<file path="config.mk">
export PLATFORM = sky130hd
export DESIGN_NAME = life_sequencer
export DESIGN_NICKNAME = d
export VERILOG_FILES = /design/src/rtl/life_pkg.sv /design/src/rtl/life_sequencer_lfsr64.sv /design/src/rtl/life_sequencer.sv
export SDC_FILE = /design/constraint.sdc
export NUM_CORES = 1
export LEC_CHECK = 0
export ABC_CLOCK_PERIOD_IN_PS = 9600
export CAP_MARGIN = 10
export CORE_UTILIZATION = 55
export DETAILED_ROUTE_END_ITERATION = 8
export PLACE_DENSITY = 0.8
export SLEW_MARGIN = 0
export SYNTH_ARGS = -nofsm -noshare
export SYNTH_HDL_FRONTEND = slang
export SYNTH_SLANG_ARGS = --single-unit
</file>
<file path="constraint.sdc">
create_clock -name clk -period 9.6 [get_ports clk]
set_clock_uncertainty 0.05 [all_clocks]
set_input_delay 2.88 -clock clk [delete_from_list [all_inputs] [get_ports clk]]
set_output_delay 2.88 -clock clk [all_outputs]
set_load 0.02 [all_outputs]
</file>
<file path="src/rtl/life_pkg.sv">
// Shared types and constants for the Game-of-Life sequencer and board datapath.
package life_pkg;

    localparam int unsigned BOARD_W = 64;
    localparam int unsigned GEN_W   = 16;

    typedef logic [BOARD_W-1:0] board_t;

    typedef enum logic [2:0] {
        ST_IDLE     = 3'd0,
        ST_SCRAMBLE = 3'd1,
        ST_LOAD     = 3'd2,
        ST_RUN      = 3'd3,
        ST_WAIT     = 3'd4
    } state_t;

    localparam board_t DEFAULT_SEED = 64'h0412_6424_0034_3C28;

    // Feedback taps at bits 63, 62, 60 and 59.
    localparam board_t LFSR_TAPS = 64'hD800_0000_0000_0000;

    // One left shift of the Fibonacci LFSR; feedback enters at bit 0.
    function automatic board_t lfsr_next(input board_t s);
        return {s[BOARD_W-2:0], ^(s & LFSR_TAPS)};
    endfunction

endpackage

</file>
<file path="src/rtl/life_sequencer_lfsr64.sv">
// 64-bit Fibonacci LFSR with enable and synchronous seed load.
module lfsr64
    import life_pkg::*;
#(
    parameter board_t RESET_VAL = DEFAULT_SEED
) (
    input  logic               clk,
    input  logic               reset,
    input  logic               i_en,
    input  logic               i_load,
    input  logic [BOARD_W-1:0] i_seed,
    output logic [BOARD_W-1:0] o_state
);

    board_t r_state;

    // A load wins over a shift when both are requested in the same cycle.
    always_ff @(posedge clk or posedge reset) begin
        if (reset) begin
            r_state <= RESET_VAL;
        end else if (i_load) begin
            r_state <= i_seed;
        end else if (i_en) begin
            r_state <= lfsr_next(r_state);
        end
    end

    assign o_state = r_state;

endmodule

</file>
<file path="src/rtl/life_sequencer.sv">
// Seeds the Game-of-Life board and paces generation updates via step_req/step_ack.
// Optional generation limit: define GEN_LIMIT_EN to stop with a done pulse at MAX_GEN.
module life_sequencer
    import life_pkg::*;
#(
    parameter int unsigned TICK_DIV = 25_000_000,
    parameter int unsigned MAX_GEN  = 1000
) (
    input  logic               clk,
    input  logic               reset,
    input  logic               i_start,
    input  logic               i_randomize,
    input  logic               i_stop,
    output logic               o_board_load,
    output logic [BOARD_W-1:0] o_board_data,
    output logic               o_step_req,
    input  logic               i_step_ack,
    output logic [GEN_W-1:0]   o_gen_count,
    output logic               o_running,
    output logic               o_done
);

    localparam int unsigned TICK_W = (TICK_DIV > 2) ? $clog2(TICK_DIV) : 1;
    localparam logic [TICK_W-1:0] TICK_LAST = TICK_W'(TICK_DIV - 1);

    state_t             r_state;
    state_t             w_state_next;
    logic [TICK_W-1:0]  r_tick;
    logic [TICK_W-1:0]  w_tick_next;
    logic [GEN_W-1:0]   r_gen_count;
    logic [GEN_W-1:0]   w_gen_next;
    logic [GEN_W-1:0]   w_gen_inc;
    logic               r_stop_pending;
    logic               w_stop_pending_next;
    logic               r_board_load;
    logic               w_board_load_next;
    board_t             r_board_data;
    board_t             w_board_data_next;
    logic               r_step_req;
    logic               w_step_req_next;
    logic               r_running;
    logic               w_running_next;
    logic               r_done;
    logic               w_done_next;
    logic               w_lfsr_en;
    board_t             w_lfsr_state;
    logic               w_limit_hit;
    logic               w_done_on_exit;

    lfsr64 #(
        .RESET_VAL (DEFAULT_SEED)
    ) u_lfsr (
        .clk     (clk),
        .reset   (reset),
        .i_en    (w_lfsr_en),
        .i_load  (1'b0),
        .i_seed  (DEFAULT_SEED),
        .o_state (w_lfsr_state)
    );

    assign w_gen_inc = r_gen_count + GEN_W'(1);

`ifdef GEN_LIMIT_EN
    localparam logic [GEN_W-1:0] GEN_MAX = GEN_W'(MAX_GEN);
    assign w_limit_hit    = (w_gen_inc == GEN_MAX);
    assign w_done_on_exit = 1'b1;
`else
    logic [GEN_W-1:0] w_unused_max_gen;
    assign w_unused_max_gen = GEN_W'(MAX_GEN);
    assign w_limit_hit      = 1'b0;
    assign w_done_on_exit   = 1'b0;
`endif

    always_ff @(posedge clk or posedge reset) begin
        if (reset) begin
            r_state        <= ST_IDLE;
            r_tick         <= '0;
            r_gen_count    <= '0;
            r_stop_pending <= 1'b0;
            r_board_load   <= 1'b0;
            r_board_data   <= '0;
            r_step_req     <= 1'b0;
            r_running      <= 1'b0;
            r_done         <= 1'b0;
        end else begin
            r_state        <= w_state_next;
            r_tick         <= w_tick_next;
            r_gen_count    <= w_gen_next;
            r_stop_pending <= w_stop_pending_next;
            r_board_load   <= w_board_load_next;
            r_board_data   <= w_board_data_next;
            r_step_req     <= w_step_req_next;
            r_running      <= w_running_next;
            r_done         <= w_done_next;
        end
    end

    always_comb begin
        w_state_next        = r_state;
        w_tick_next         = r_tick;
        w_gen_next          = r_gen_count;
        w_stop_pending_next = r_stop_pending;
        w_board_load_next   = 1'b0;
        w_board_data_next   = r_board_data;
        w_done_next         = 1'b0;
        w_lfsr_en           = 1'b0;

        case (r_state)
            ST_IDLE: begin
                if (i_start) begin
                    w_state_next      = ST_LOAD;
                    w_board_load_next = 1'b1;
                    w_board_data_next = DEFAULT_SEED;
                end else if (i_randomize) begin
                    w_state_next = ST_SCRAMBLE;
                end
            end
            ST_SCRAMBLE: begin
                // The shift on the exit edge is part of the captured pattern.
                w_lfsr_en = 1'b1;
                if (i_stop) begin
                    w_state_next = ST_IDLE;
                end else if (!i_randomize) begin
                    w_state_next      = ST_LOAD;
                    w_board_load_next = 1'b1;
                    w_board_data_next = lfsr_next(w_lfsr_state);
                end
            end
            ST_LOAD: begin
                w_state_next        = ST_RUN;
                w_gen_next          = '0;
                w_tick_next         = '0;
                w_stop_pending_next = 1'b0;
            end
            ST_RUN: begin
                if (i_stop) begin
                    w_state_next = ST_IDLE;
                    w_tick_next  = '0;
                end else if (r_tick == TICK_LAST) begin
                    w_state_next = ST_WAIT;
                    w_tick_next  = '0;
                end else begin
                    w_tick_next = r_tick + TICK_W'(1);
                end
            end
            ST_WAIT: begin
                // A stop here is remembered so the open request still completes.
                if (i_stop) begin
                    w_stop_pending_next = 1'b1;
                end
                if (i_step_ack) begin
                    w_gen_next          = w_gen_inc;
                    w_stop_pending_next = 1'b0;
                    if (r_stop_pending || i_stop || w_limit_hit) begin
                        w_state_next = ST_IDLE;
                        w_done_next  = w_done_on_exit;
                    end else begin
                        w_state_next = ST_RUN;
                    end
                end
            end
            default: begin
                w_state_next = ST_IDLE;
            end
        endcase

        w_step_req_next = (w_state_next == ST_WAIT);
        w_running_next  = (w_state_next == ST_RUN) || (w_state_next == ST_WAIT);
    end

    assign o_board_load = r_board_load;
    assign o_board_data = r_board_data;
    assign o_step_req   = r_step_req;
    assign o_gen_count  = r_gen_count;
    assign o_running    = r_running;
    assign o_done       = r_done;

endmodule

</file>
* Word-level counts from Yosys, hierarchy flattened
Cells that the tools add are included.
W data, S select, Z words.
** Storage, ports and cells
- Flip-flop bits (word level) :: 176
- Bits in latches :: 0
- Memory bits (writable) :: 0
- ROM bits :: 0
- Output and inout bits :: 84
- Memories kept :: 0
** Operators by class
- Add/subtract/negate cells :: 2
- Multiply operators :: 0
- Divide/modulo/power cells :: 0
- Magnitude comparators :: 0
- Equal/unequal tests :: 12
- Shifts and indexed selects :: 0
- Multiplexer cells :: 26
- Bitwise logic cells :: 0
- Reductions and logical operators :: 10
** Operators by type and width (count)
- $mux W64 :: 3
- $pmux W64 S2 :: 1
- $reduce_xor A64 Y1 :: 1
- $mux W25 :: 2
- $pmux W25 S2 :: 1
- $pmux W16 S2 :: 1
- $add A25 B1 Y25 const B :: 1
- $eq A25 B25 Y1 const B :: 1
- $mux W3 :: 7
- $add A16 B1 Y16 const B :: 1
- $mux W16 :: 1
- $pmux W3 S5 :: 1
- $eq A3 B2 Y1 const B :: 3
- $ne A2 B2 Y1 const B :: 4
- $eq A3 B3 Y1 const B :: 2
- $mux W1 :: 6
- $reduce_bool A2 Y1 :: 3
- $pmux W1 S2 :: 2
- $reduce_and A2 Y1 :: 2
- $reduce_and A4 Y1 :: 1
- $eq A3 B1 Y1 const B :: 1
- $logic_not A3 Y1 :: 1
- $ne A3 B3 Y1 const B :: 1
- $logic_or A1 B1 Y1 :: 2
- $mux W2 :: 1

* Longest topological paths before layout
Gate-level depths: netlist (run 1).
- Depth after elaboration :: 6
- Depth in mapped cells :: 9
- Mapped depth without buffers :: 6

* Modules after synthesis
Synthesis (run 1) repeated with hierarchy kept, for this count alone.
** Unflattened totals
- Cells, all modules :: 849
- Area total of the unflattened synthesis :: 8212.9 µm²
** By module, submodules not included
- life_sequencer :: instances 1, cells an instance 567, area an instance 5198.7 µm²
- lfsr64 :: instances 1, cells an instance 282, area an instance 3014.1 µm²

* Worst setup path after synthesis (run 1)
Ideal clock, no wire load.
- Path kind :: input to register
- From :: input port i_step_ack
- To :: register r_gen_count[15], in the netlist o_gen_count[15]
- Setup time :: 0.066 ns
- Arrival time :: 3.987 ns
- Required time :: 9.484 ns
- Path slack :: 5.497 ns
- Cell stages on the path :: 4
- Buffers on the path :: 0
- Path through :: nand3b_4 > a2111o_1 > or4_1 > nand2_1
** Between the ends
- Cells in the longest elaborated chain, start to end :: 2
** RTL lines
- from (decl) :: line life_sequencer.sv:17 : input logic i_step_ack,
- $ne A2 B2 Y1 (no line)
- $reduce_and A2 Y1 (no line)
- to (signal assigned) :: line life_sequencer.sv:88 : r_gen_count <= w_gen_next;
- to (decl) :: line life_sequencer.sv:30 : logic [GEN_W-1:0] r_gen_count;
Every way passes these cells.
A chain may end at the register's enable or synchronous reset.

* Worst setup path after layout (run 1)
- From :: input port i_stop
- To :: register r_board_data[22], in the netlist o_board_data[22]
** Between the ends
- Cells in the longest elaborated chain, start to end :: 2
** RTL lines
- from (decl) :: line life_sequencer.sv:13 : input logic i_stop,
- $ne A2 B2 Y1 (no line)
- $reduce_and A4 Y1 (no line)
- to (signal assigned) :: line life_sequencer.sv:91 : r_board_data <= w_board_data_next;
- to (decl) :: line life_sequencer.sv:37 : board_t r_board_data;
Every way passes these cells.

==> PnR_summary.wiki, run 1 <==
{| class="wikitable"
! Metric !! Value
|-
| Total overflow reported by the global router || 0
|-
| Count of placed standard cells including taps || just under 1000
|-
| Clock tree from TritonCTS || done
|-
| Iteration count of the initial detailed-routing pass || 5
|-
| Detail-routed via count per cell || 5.419
|-
| Cell area after technology mapping || between 0.007 and 0.008 mm2
|-
| Slew margin rel. || around 27%
|-
| Hold/Removal Path Class || flip-flop to flip-flop
|-
| Internal reg-to-reg setup slack || roughly 6900 ps
|-
| Synthesis warning total || 0
|-
| Result of the run || finished clean
|-
| Most common cell after layout, fill and taps aside || nand2_1
|-
| Proportion of synthesized chip area in sequential cells || between 60% and 70%
|-
| Maximum count of clock buffers along a single path || 2
|-
| Synthesized instance count || 762
|-
| Worst hold path stage count || 2
|-
| RSZ-0062 raised after global routing || no
|-
| Fraction of final layout cells sized beyond drive strength 1 || under 10%
|-
| Peak supply drop || roughly 0.00016 V
|-
| Endpoint of the worst hold path || u_lfsr.o_state[52]
|-
| Commonest cells after routing, fill and taps aside || 279 x nand2_1, 159 x dfrtp_1, 88 x clkdlybuf4s50_1
|-
| Number of hold buffers added after cts || 0
|-
| Number of global-route vias before repair || between 5000 and 6000
|-
| Number of clock buffers inserted by TritonCTS || 17
|-
| Register bit count reported by yosys || 176
|-
| Post-route DRC || 0
|-
| Depth of the most critical reg-to-reg path || 5
|-
| Final cycle utilization of the critical path || 48.56%
|-
| HPWL Detailed || roughly 9200 um
|-
| Clock insertion delay at the later pin of the skew report || ~440 ps
|-
| Number of standard-cell rows in the floorplan || 41
|-
| Reported leakage power || ~4.2 nW
|-
| Setup Viol. Count Final || 0
|-
| Number of distinct library cell variants in the gate-level netlist after synthesis || 48
|-
| Number of DRC markers after the initial detailed-route iteration || 409
|-
| CP max FO || 130
|-
| Clock-pin slew reported for the worst setup and hold paths after clock tree synthesis || about 70 ps
|-
| Die Height || roughly 120 um
|-
| Element type at the critical path start || input port
|-
| Average routed wire per standard cell || between 10 and 15 um
|-
| Number of clock sinks seen by CTS || between 150 and 200
|-
| # IOs || 90
|-
| Number of endpoints with negative hold slack in the final report || 0
|-
| Area of the die || approximately 0.014 mm2
|-
| Global-route wire length before repair || roughly 25000 um
|-
| Largest net degree at the start of global routing || between 100 and 150
|-
| Post-CTS Setup Repair Bufs || 0
|-
| Arrival time at the worst endpoint || ~5000 ps
|-
| CP peak stage delay || between 500 and 600 ps
|-
| Total Negative Setup Slacks || 0 ps
|-
| Kind of critical path || input port to flip-flop
|-
| Worst hold path startpoint || u_lfsr.o_state[52]
|-
| Startpoint of the lowest-slack register-to-register path || r_state[2]
|-
| DR vias || 5506
|-
| Critical-path cell list || clkdlybuf4s50_1, nand2b_1, o21ai_1, nand2_4, nand2_1, o21ai_0
|-
| Clock Root Buffer || clkbuf_16
|-
| Final Max Tran Viols || 0
|-
| Initial antenna violation count || 0
|-
| Initial standard-cell utilization of the core || a little under three fifths
|-
| Remaining number of nets flagged by the antenna check after routing || 0
|-
| Mean cell area of the mapped netlist || 9.542 um2
|-
| Sum of routed wire length over all layers || 15080 um
|-
| Required time worst endpoint || between 9000 and 10000 ps
|-
| Element type at the critical path end || flip-flop
|-
| Critical-path cell with the highest stage delay || nand2_4
|-
| Final std cells w/o fill || 1016
|-
| Asr flop ratio synth || 100.0%
|-
| Most common flop cell mapped by yosys || dfrtp_1
|-
| Layout fillers || approximately 900
|-
| Synthesis-to-layout area growth || 21.29%
|-
| H-tree depth || 4
|-
| Die W || around 120 um
|-
| Post-route minimum period || between 4000 and 5000 ps
|-
| Core region area || between 0.01 and 0.015 mm2
|-
| Number of nets in the final layout || between 800 and 900
|-
| Total track usage || between 20% and 30%
|-
| Slew at the pin closest to its max-slew limit || roughly 1100 ps
|-
| Highest attainable clock frequency || approximately 0.21 GHz
|-
| Synthesized net count || 770
|-
| Max-cap viol count || 0
|-
| Post_cts resized || 0
|-
| Post-synth EDFFs || 0
|-
| Minimum hold slack || approximately 400 ps
|-
| Power Density || ~220 mW/mm2
|-
| Reg-to-Reg End || r_tick[24]
|-
| Number of buffers inserted by port buffering || 88
|-
| Routability Congestion || between 0.8 and 0.9
|-
| Count of antenna diodes in the layout || 0
|}
Yosys cell counts, drive strengths merged, types with 3 or more instances:
cell type	number	area, um2
xnor2	6	52.55
dfrtp	159	3979
nand3	18	90.09
xor2	19	166.4
and4	4	35.03
buf	16	87.59
o211ai	4	30.03
nand2b	7	43.79
nor2	49	188.9
nand4	13	81.33
o21ai	73	365.4
nor3	4	30.03
or4	4	30.03
nand2	281	1055
inv	4	15.01
and3	8	50.05
clkbuf	25	93.84
nor2b	3	18.77
dfstp	17	446.7
a21oi	9	45.04
a31oi	7	58.81
a22o	5	43.79
or2	3	18.77
and2	3	18.77
worst max path at each step:
stage | slack [ps] | startpoint | cells after the start | endpoint
final | 4940 | i_stop | 6 | o_board_data[22]
after global routing | 4710 | i_stop | 5 | o_board_data[37]
after CTS | 4940 | i_stop | 6 | o_board_data[22]
after detailed placement | 4520 | i_stop | 5 | o_board_data[7]
after global placement | 4600 | reset | 3 | u_lfsr.o_state[14]
after floorplan | 1920 | reset | 1 | o_board_data[0]
per-stage QoR:
stage               setup WS (ps)  instance area (um2)  total power [mW]  utilization [%]
finish                       4938                 8818             1.982            69.04
global route                 4715                 8818             2.077            69.04
CTS                          4941                 8818             1.996            69.04
detailed placement           4523                 8224             1.299            64.38
global placement             4600                 8224             1.282            64.38
floorplan                    1925                 7271             1.154                -
flip-flops by register name, summed over array words and instances (netlist names):
name            flops
r_tick             25
o_board_load        1
u_lfsr.o_state     64
o_step_req          1
r_state             3
o_running           1
r_stop_pending      1
o_board_data       64
o_gen_count        16
worst max-delay path, delay by kind of cell:
kind                   cells  cell delay (ps)
and+or+nand+nor            3             1100
AOI/OAI and AO/OA          2              360
buffers and inverters      1              490
cells by family after synthesis:
family | share of synthesized area [%]
adder cells (fa/ha/maj) | 0.3441
AND/OR/NAND/NOR | 23.99
buffers and inverters | 2.702
XOR/XNOR | 3.012
multiplexers | 0.4302
flip-flops | 60.87
AO/OA/AOI/OAI | 8.604
other | 0.05158
power breakdown:
group          total, mW  internal (mW)  switching, mW
combinational      0.454          0.131          0.324
sequential         0.832          0.793         0.0393
clock              0.696          0.393          0.302
routing by layer:
layer | global-route usage (%) | routed length [um]
met5 | 0 | 0
met4 | 8.861 | 185
met3 | 5.870 | 732
met2 | 37.79 | 7350
met1 | 32.77 | 6811
layout make-up:
type | count | area, um2 | share of cell area (%)
sequential | 176 | 4425 | 50.18
inverter | 4 | 20.02 | 0.2270
multi-input combinational | 541 | 2660 | 30.16
clock inverter | 14 | 155.1 | 1.759
tap | 172 | 215.2 | 2.440
timing repair buffer | 91 | 903.4 | 10.24
clock buffer | 18 | 439.2 | 4.980
Power figures use the tool's default switching activity.
==> inputs of run 2 (changes only) <==
--- a/config.mk
+++ b/config.mk
@@ -5,7 +5,7 @@
 export SDC_FILE = /design/constraint.sdc
 export NUM_CORES = 1
 export LEC_CHECK = 0
-export ABC_CLOCK_PERIOD_IN_PS = 9600
+export ABC_CLOCK_PERIOD_IN_PS = 4800
 export CAP_MARGIN = 10
 export CORE_UTILIZATION = 55
 export DETAILED_ROUTE_END_ITERATION = 8
==> constraint.sdc (replaced) <==
create_clock -name clk -period 4.8 [get_ports clk]
set_clock_uncertainty 0.05 [all_clocks]
set_input_delay 1.44 -clock clk [delete_from_list [all_inputs] [get_ports clk]]
set_output_delay 1.44 -clock clk [all_outputs]
set_load 0.02 [all_outputs]
==> PnR_summary.wiki, run 2 (synthesis results as in run 1) <==
{| class="wikitable"
! Metric !! Value
|-
| Number of nets in the final layout || 841 (was 839)
|-
| Reported leakage power || 4.263 nW (was 4.243 nW)
|-
| Slew margin rel. || 27.90% (was 26.81%)
|-
| Worst hold path startpoint || u_lfsr.o_state[46] (was u_lfsr.o_state[52])
|-
| Post_cts resized || 0 (unchanged)
|-
| Initial antenna violation count || 0 (unchanged)
|-
| Commonest cells after routing, fill and taps aside || 279 x nand2_1, 159 x dfrtp_1, 88 x clkdlybuf4s50_1 (unchanged)
|-
| Startpoint of the lowest-slack register-to-register path || r_state[2] (unchanged)
|-
| Iteration count of the initial detailed-routing pass || 5 (unchanged)
|-
| H-tree depth || 4 (unchanged)
|-
| Clock-pin slew reported for the worst setup and hold paths after clock tree synthesis || 70 ps (about the same)
|-
| Post-CTS Setup Repair Bufs || 0 (unchanged)
|-
| Die W || 117.0 um (unchanged)
|-
| Hold/Removal Path Class || flip-flop to flip-flop (unchanged)
|-
| Peak supply drop || 0.0002668 V (was 0.0001645 V)
|-
| Power Density || 444.1 mW/mm2 (was 224.8 mW/mm2)
|-
| HPWL Detailed || 9363 um (was 9211 um)
|-
| Result of the run || finished clean (unchanged)
|-
| Number of endpoints with negative hold slack in the final report || 0 (unchanged)
|-
| Post-route minimum period || 3214 ps
|-
| Routability Congestion || 0.8465 (was 0.8239)
|-
| Kind of critical path || input port to flip-flop (unchanged)
|-
| RSZ-0062 raised after global routing || no (unchanged)
|-
| Clock insertion delay at the later pin of the skew report || 420 ps (was 440 ps)
|-
| Number of DRC markers after the initial detailed-route iteration || 444 (was 409)
|-
| Reg-to-Reg End || r_tick[19] (was r_tick[24])
|-
| Initial standard-cell utilization of the core || 56.92% (unchanged)
|-
| Total Negative Setup Slacks || 0 ps (unchanged)
|-
| Area of the die || 0.01368 mm2 (unchanged)
|-
| Number of clock buffers inserted by TritonCTS || 17 (unchanged)
|-
| Highest attainable clock frequency || 0.3112 GHz
|-
| Arrival time at the worst endpoint || 3420 ps (was 4880 ps)
|-
| Sum of routed wire length over all layers || 15010 um (was 15080 um)
|-
| Count of antenna diodes in the layout || 0 (unchanged)
|-
| Power Total || 3.921 mW (was 1.982 mW)
|-
| Number of buffers inserted by port buffering || 88 (unchanged)
|-
| Number of standard-cell rows in the floorplan || 41 (unchanged)
|-
| Total overflow reported by the global router || 0 (unchanged)
|-
| Final Max Tran Viols || 0 (unchanged)
|-
| Slew at the pin closest to its max-slew limit || 1081 ps (was 1098 ps)
|-
| Number of hold buffers added after cts || 0 (unchanged)
|-
| Global-route wire length before repair || 25320 um (was 25200 um)
|-
| Largest net degree at the start of global routing || 131 (unchanged)
|-
| DR vias || 5546 (was 5506)
|-
| Element type at the critical path end || flip-flop (unchanged)
|-
| Detail-routed via count per cell || 5.448 (was 5.419)
|-
| Element type at the critical path start || input port (unchanged)
|-
| Clock tree from TritonCTS || done (unchanged)
|-
| Setup Viol. Count Final || 0 (unchanged)
|-
| Die Height || 117.0 um (unchanged)
|-
| Core region area || 0.01277 mm2 (unchanged)
|-
| Post-route DRC || 0 (unchanged)
|-
| Maximum count of clock buffers along a single path || 2 (unchanged)
|-
| Fraction of final layout cells sized beyond drive strength 1 || 8.038% (was 8.057%)
|-
| Internal reg-to-reg setup slack || 2180 ps (was 6910 ps)
|-
| Final cycle utilization of the critical path || 66.95%
|-
| Worst hold path stage count || 2 (unchanged)
|-
| Depth of the most critical reg-to-reg path || 5 (unchanged)
|-
| Total track usage || 24.07% (was 24.03%)
|-
| CP max FO || 130 (unchanged)
|-
| Most common cell after layout, fill and taps aside || nand2_1 (unchanged)
|-
| Number of clock sinks seen by CTS || 176 (unchanged)
|-
| Required time worst endpoint || 5010 ps (was 9820 ps)
|-
| Average routed wire per standard cell || 14.74 um (was 14.84 um)
|-
| Synthesis-to-layout area growth || 21.46% (was 21.29%)
|-
| Number of global-route vias before repair || 5372 (was 5317)
|-
| Remaining number of nets flagged by the antenna check after routing || 0 (unchanged)
|-
| # IOs || 90 (unchanged)
|-
| Endpoint of the worst hold path || u_lfsr.o_state[46] (was u_lfsr.o_state[52])
|-
| Layout fillers || 957 (was 901)
|-
| Final standard cell utilization of the core || 69.14% (was 69.04%)
|-
| Clock Root Buffer || clkbuf_16 (unchanged)
|-
| Max-cap viol count || 0 (unchanged)
|}
run 2: changes by cell type in the layout (fill, tap and decap cells not counted):
cell / delta
inv_6: -4
clkinv_2: +3
clkinvlp_4: -3
clkbuf_1: +2
buf_12: +1
buf_4: +1
clkinv_4: +1
inv_8: +1
run 2: layout make-up:
| type | instances | area (um2) | share of cell area [%] |
|---|---|---|---|
| clock buffers | 20 | 446.7 | 5.058 |
| clock inverters | 12 | 133.9 | 1.516 |
| inverters | 4 | 18.77 | 0.2125 |
| multi-input cells | 541 | 2660 | 30.12 |
| flip-flops and latches | 176 | 4425 | 50.11 |
| well taps | 172 | 215.2 | 2.437 |
| repair buffers | 93 | 930.9 | 10.54 |
run 2: worst max path at each step:
stage                      start               end  slack [ps]  cells past startpoint
final                     i_stop   o_board_data[0]        1590                      6
after global routing      i_stop   o_board_data[0]        1340                      6
after CTS                 i_stop  o_board_data[25]        1620                      6
after detailed placement  i_stop   o_board_data[0]        1180                      6
after global placement    i_stop   o_board_data[2]        1260                      6
after floorplan            reset   o_board_data[0]        1070                      1
run 2: where the power goes:
group	switching, mW	internal [mW]
combinational	0.635	0.264
clock	0.572	0.784
sequential	0.0802	1.59
run 2: stage by stage:
step / hold WS [ps] / std cells / worst slack, ps / instance area, um2
after floorplan: 389.3 / 762 / 1071 / 7274
after global placement: 397.4 / 986 / 1262 / 8250
after detailed placement: 399.3 / 986 / 1178 / 8250
after CTS: 410.6 / 1018 / 1618 / 8831
after global routing: 422.6 / 1018 / 1341 / 8831
final: 410.8 / 1018 / 1586 / 8831
run 2: metal layers:
metal | up-vias | share of wire (%) | global-route usage, % | wire (um)
met2 | 160 | 49 | 38.90 | 7426
met4 | 0 | 1.1 | 7.426 | 161
met5 | - | 0 | 0 | 0
li1 | 2651 | - | - | -
met3 | 21 | 6.2 | 7.261 | 923
met1 | 2714 | 43 | 31.53 | 6496
run 2: worst max-delay path: stages:
cell,delay [ps]
clkdlybuf4s50_1,500
nand2b_1,230
o21ai_1,240
nand2_4,570
nand2_1,270
o21ai_0,120
==> inputs of run 3 (changes only) <==
--- a/config.mk
+++ b/config.mk
@@ -5,7 +5,7 @@
 export SDC_FILE = /design/constraint.sdc
 export NUM_CORES = 1
 export LEC_CHECK = 0
-export ABC_CLOCK_PERIOD_IN_PS = 4800
+export ABC_CLOCK_PERIOD_IN_PS = 3100
 export CAP_MARGIN = 10
 export CORE_UTILIZATION = 55
 export DETAILED_ROUTE_END_ITERATION = 8
==> constraint.sdc (replaced) <==
create_clock -name clk -period 3.1 [get_ports clk]
set_clock_uncertainty 0.05 [all_clocks]
set_input_delay 0.93 -clock clk [delete_from_list [all_inputs] [get_ports clk]]
set_output_delay 0.93 -clock clk [all_outputs]
set_load 0.02 [all_outputs]
==> PnR_summary.wiki, run 3 (synthesis results as in run 1) <==
{| class="wikitable"
! Metric !! Value
|-
| Worst hold path stage count || 2 (unchanged)
|-
| Clock Root Buffer || clkbuf_16 (unchanged)
|-
| Global-route wire length before repair || 25210 um (was 25320 um)
|-
| Initial antenna violation count || 0 (unchanged)
|-
| Post-CTS Setup Repair Bufs || 0 (unchanged)
|-
| Count of placed standard cells including taps || 991 (was 986)
|-
| Slew margin rel. || 37.07% (was 27.90%)
|-
| Slew at the pin closest to its max-slew limit || 940.5 ps (was 1081 ps)
|-
| RSZ-0062 raised after global routing || no (unchanged)
|-
| Number of global-route vias before repair || 5383 (was 5372)
|-
| Number of DRC markers after the initial detailed-route iteration || 338 (was 444)
|-
| Number of hold buffers added after cts || 0 (unchanged)
|-
| Footprint of the multi-input gates || 0.002660 mm2 (unchanged)
|-
| Seq. cell area || 0.004425 mm2 (unchanged)
|-
| Reported leakage power || 4.275 nW (was 4.263 nW)
|-
| H-tree depth || 4 (unchanged)
|-
| Final cycle utilization of the critical path || between 80 and 90%
|-
| Result of the run || finished clean (unchanged)
|-
| Initial standard-cell utilization of the core || 56.92% (unchanged)
|-
| Peak supply drop || 0.0004070 V (was 0.0002668 V)
|-
| Total overflow reported by the global router || 0 (unchanged)
|-
| Power Density || 679.9 mW/mm2 (was 444.1 mW/mm2)
|-
| Commonest cells after routing, fill and taps aside || 279 x nand2_1, 159 x dfrtp_1, 88 x clkdlybuf4s50_1 (unchanged)
|-
| Iteration count of the initial detailed-routing pass || 5 (unchanged)
|-
| Maximum count of clock buffers along a single path || 2 (unchanged)
|-
| Final worst setup slack || 572.2 ps (was 1586 ps)
|-
| Depth of the most critical reg-to-reg path || 4 (was 5)
|-
| Gate family responsible for the most delay along the worst path || buffers and inverters (was simple AND/OR/NAND/NOR gates)
|-
| Clock-pin slew reported for the worst setup and hold paths after clock tree synthesis || 60 ps (was 70 ps)
|-
| Hold/Removal Path Class || flip-flop to flip-flop (unchanged)
|-
| Number of nets in the final layout || 846 (was 841)
|-
| DR vias || 5587 (was 5546)
|-
| Most common cell after layout, fill and taps aside || nand2_1 (unchanged)
|-
| Setup Viol. Count Final || 0 (unchanged)
|-
| Number of standard-cell rows in the floorplan || 41 (unchanged)
|-
| Clock tree from TritonCTS || done (unchanged)
|-
| Arrival time at the worst endpoint || 1550 ps (was 3420 ps)
|-
| # IOs || 90 (unchanged)
|-
| Critical-path cell with the highest stage delay || clkdlybuf4s50_1 (was nand2_4)
|-
| Element type at the critical path start || flip-flop (was input port)
|-
| Required time worst endpoint || 2120 ps (was 5010 ps)
|-
| Number of buffers inserted by port buffering || 88 (unchanged)
|-
| Number of clock buffers inserted by TritonCTS || 17 (unchanged)
|-
| Critical-path cell list || clkdlybuf4s50_1 (was clkdlybuf4s50_1, nand2b_1, o21ai_1, nand2_4, nand2_1, o21ai_0)
|-
| CP max FO || 7 (was 130)
|-
| Stages on the worst setup path || 1 (was 6)
|-
| Highest attainable clock frequency || around 0.40 GHz
|-
| Final std cells w/o fill || 1023 (was 1018)
|-
| Sum of routed wire length over all layers || 14980 um (was 15010 um)
|-
| Area of the die || 0.01368 mm2 (unchanged)
|-
| Final standard cell utilization of the core || 69.50% (was 69.14%)
|-
| Core region area || 0.01277 mm2 (unchanged)
|-
| HPWL Detailed || 9710 um (was 9363 um)
|-
| Count of antenna diodes in the layout || 0 (unchanged)
|-
| Post-route minimum period || approximately 2500 ps
|-
| Synthesis-to-layout area growth || 22.10% (was 21.46%)
|-
| Die Height || 117.0 um (unchanged)
|-
| CP peak stage delay || 650 ps (was 570 ps)
|-
| Number of endpoints with negative hold slack in the final report || 0 (unchanged)
|-
| Fraction of final layout cells sized beyond drive strength 1 || 7.991% (was 8.038%)
|-
| Remaining number of nets flagged by the antenna check after routing || 0 (unchanged)
|-
| Die W || 117.0 um (unchanged)
|-
| Final Max Tran Viols || 0 (unchanged)
|-
| Detail-routed via count per cell || 5.461 (was 5.448)
|-
| Worst setup timing slack at the placement stage || 199.7 ps (was 1178 ps)
|-
| Minimum hold slack || 411.6 ps (was 410.8 ps)
|-
| Kind of critical path || flip-flop to primary output (was input port to flip-flop)
|-
| Buffer and inverter count on the worst path || 1 (unchanged)
|-
| Clock insertion delay at the later pin of the skew report || 420 ps (about the same)
|-
| Number of clock sinks seen by CTS || 176 (unchanged)
|-
| Max-cap viol count || 0 (unchanged)
|-
| Routability Congestion || 0.8446 (was 0.8465)
|-
| Element type at the critical path end || primary output (was flip-flop)
|-
| Total track usage || 23.88% (was 24.07%)
|-
| Post-route DRC || 0 (unchanged)
|-
| Layout fillers || 930 (was 957)
|-
| Average routed wire per standard cell || 14.64 um (was 14.74 um)
|-
| Total Negative Setup Slacks || 0 ps (unchanged)
|-
| Post_cts resized || 0 (unchanged)
|-
| Largest net degree at the start of global routing || 87 (was 131)
|}
[run 3: area by class of cell]
type / instances / share of cell area [%]
clock buffers: 26 / 5.398
clock inverters: 6 / 0.6765
inverters: 4 / 0.2114
multi-input cells: 541 / 29.96
flip-flops and latches: 176 / 49.85
well taps: 172 / 2.424
repair buffers: 98 / 11.47
[run 3: path summary, 6_finish.rpt]
path / start / to / slack, ps
worst max-delay path: o_gen_count[2] / o_gen_count[2] / 570
worst min-delay path: u_lfsr.o_state[18] / u_lfsr.o_state[18] / 410
worst max register to register: r_state[2] / o_gen_count[9] / 640
worst min register to register: u_lfsr.o_state[18] / u_lfsr.o_state[18] / 410
max in group asynchronous: reset / u_lfsr.o_state[18] / 1640
min in group asynchronous: reset / o_board_load / 950
[run 3: power breakdown]
| part | total [mW] | switching [mW] | internal (mW) | leakage, nW |
|---|---|---|---|---|
| Clock | 1.96 | 0.819 | 1.15 | 0.258 |
| Combinational | 1.50 | 1.02 | 0.477 | 1.66 |
| Sequential | 2.57 | 0.116 | 2.46 | 2.35 |
| Total | 6.04 | 1.96 | 4.08 | 4.28 |
[run 3: layer usage]
layer,vias to the layer above,wire [um],track usage (%)
met1,2749,6566,31.73
met5,-,0,0
met4,0,231,8.439
met3,21,782,5.510
met2,157,7401,38.90
li1,2660,-,-
[run 3: through the flow]
stage,total power [mW],instance area [um2]
2_1_floorplan,3.575,7274
3_3_place_gp,4.064,8338
3_5_place_dp,4.108,8338
4_1_cts,6.095,8877
5_1_grt,6.326,8877
6_report,6.036,8877
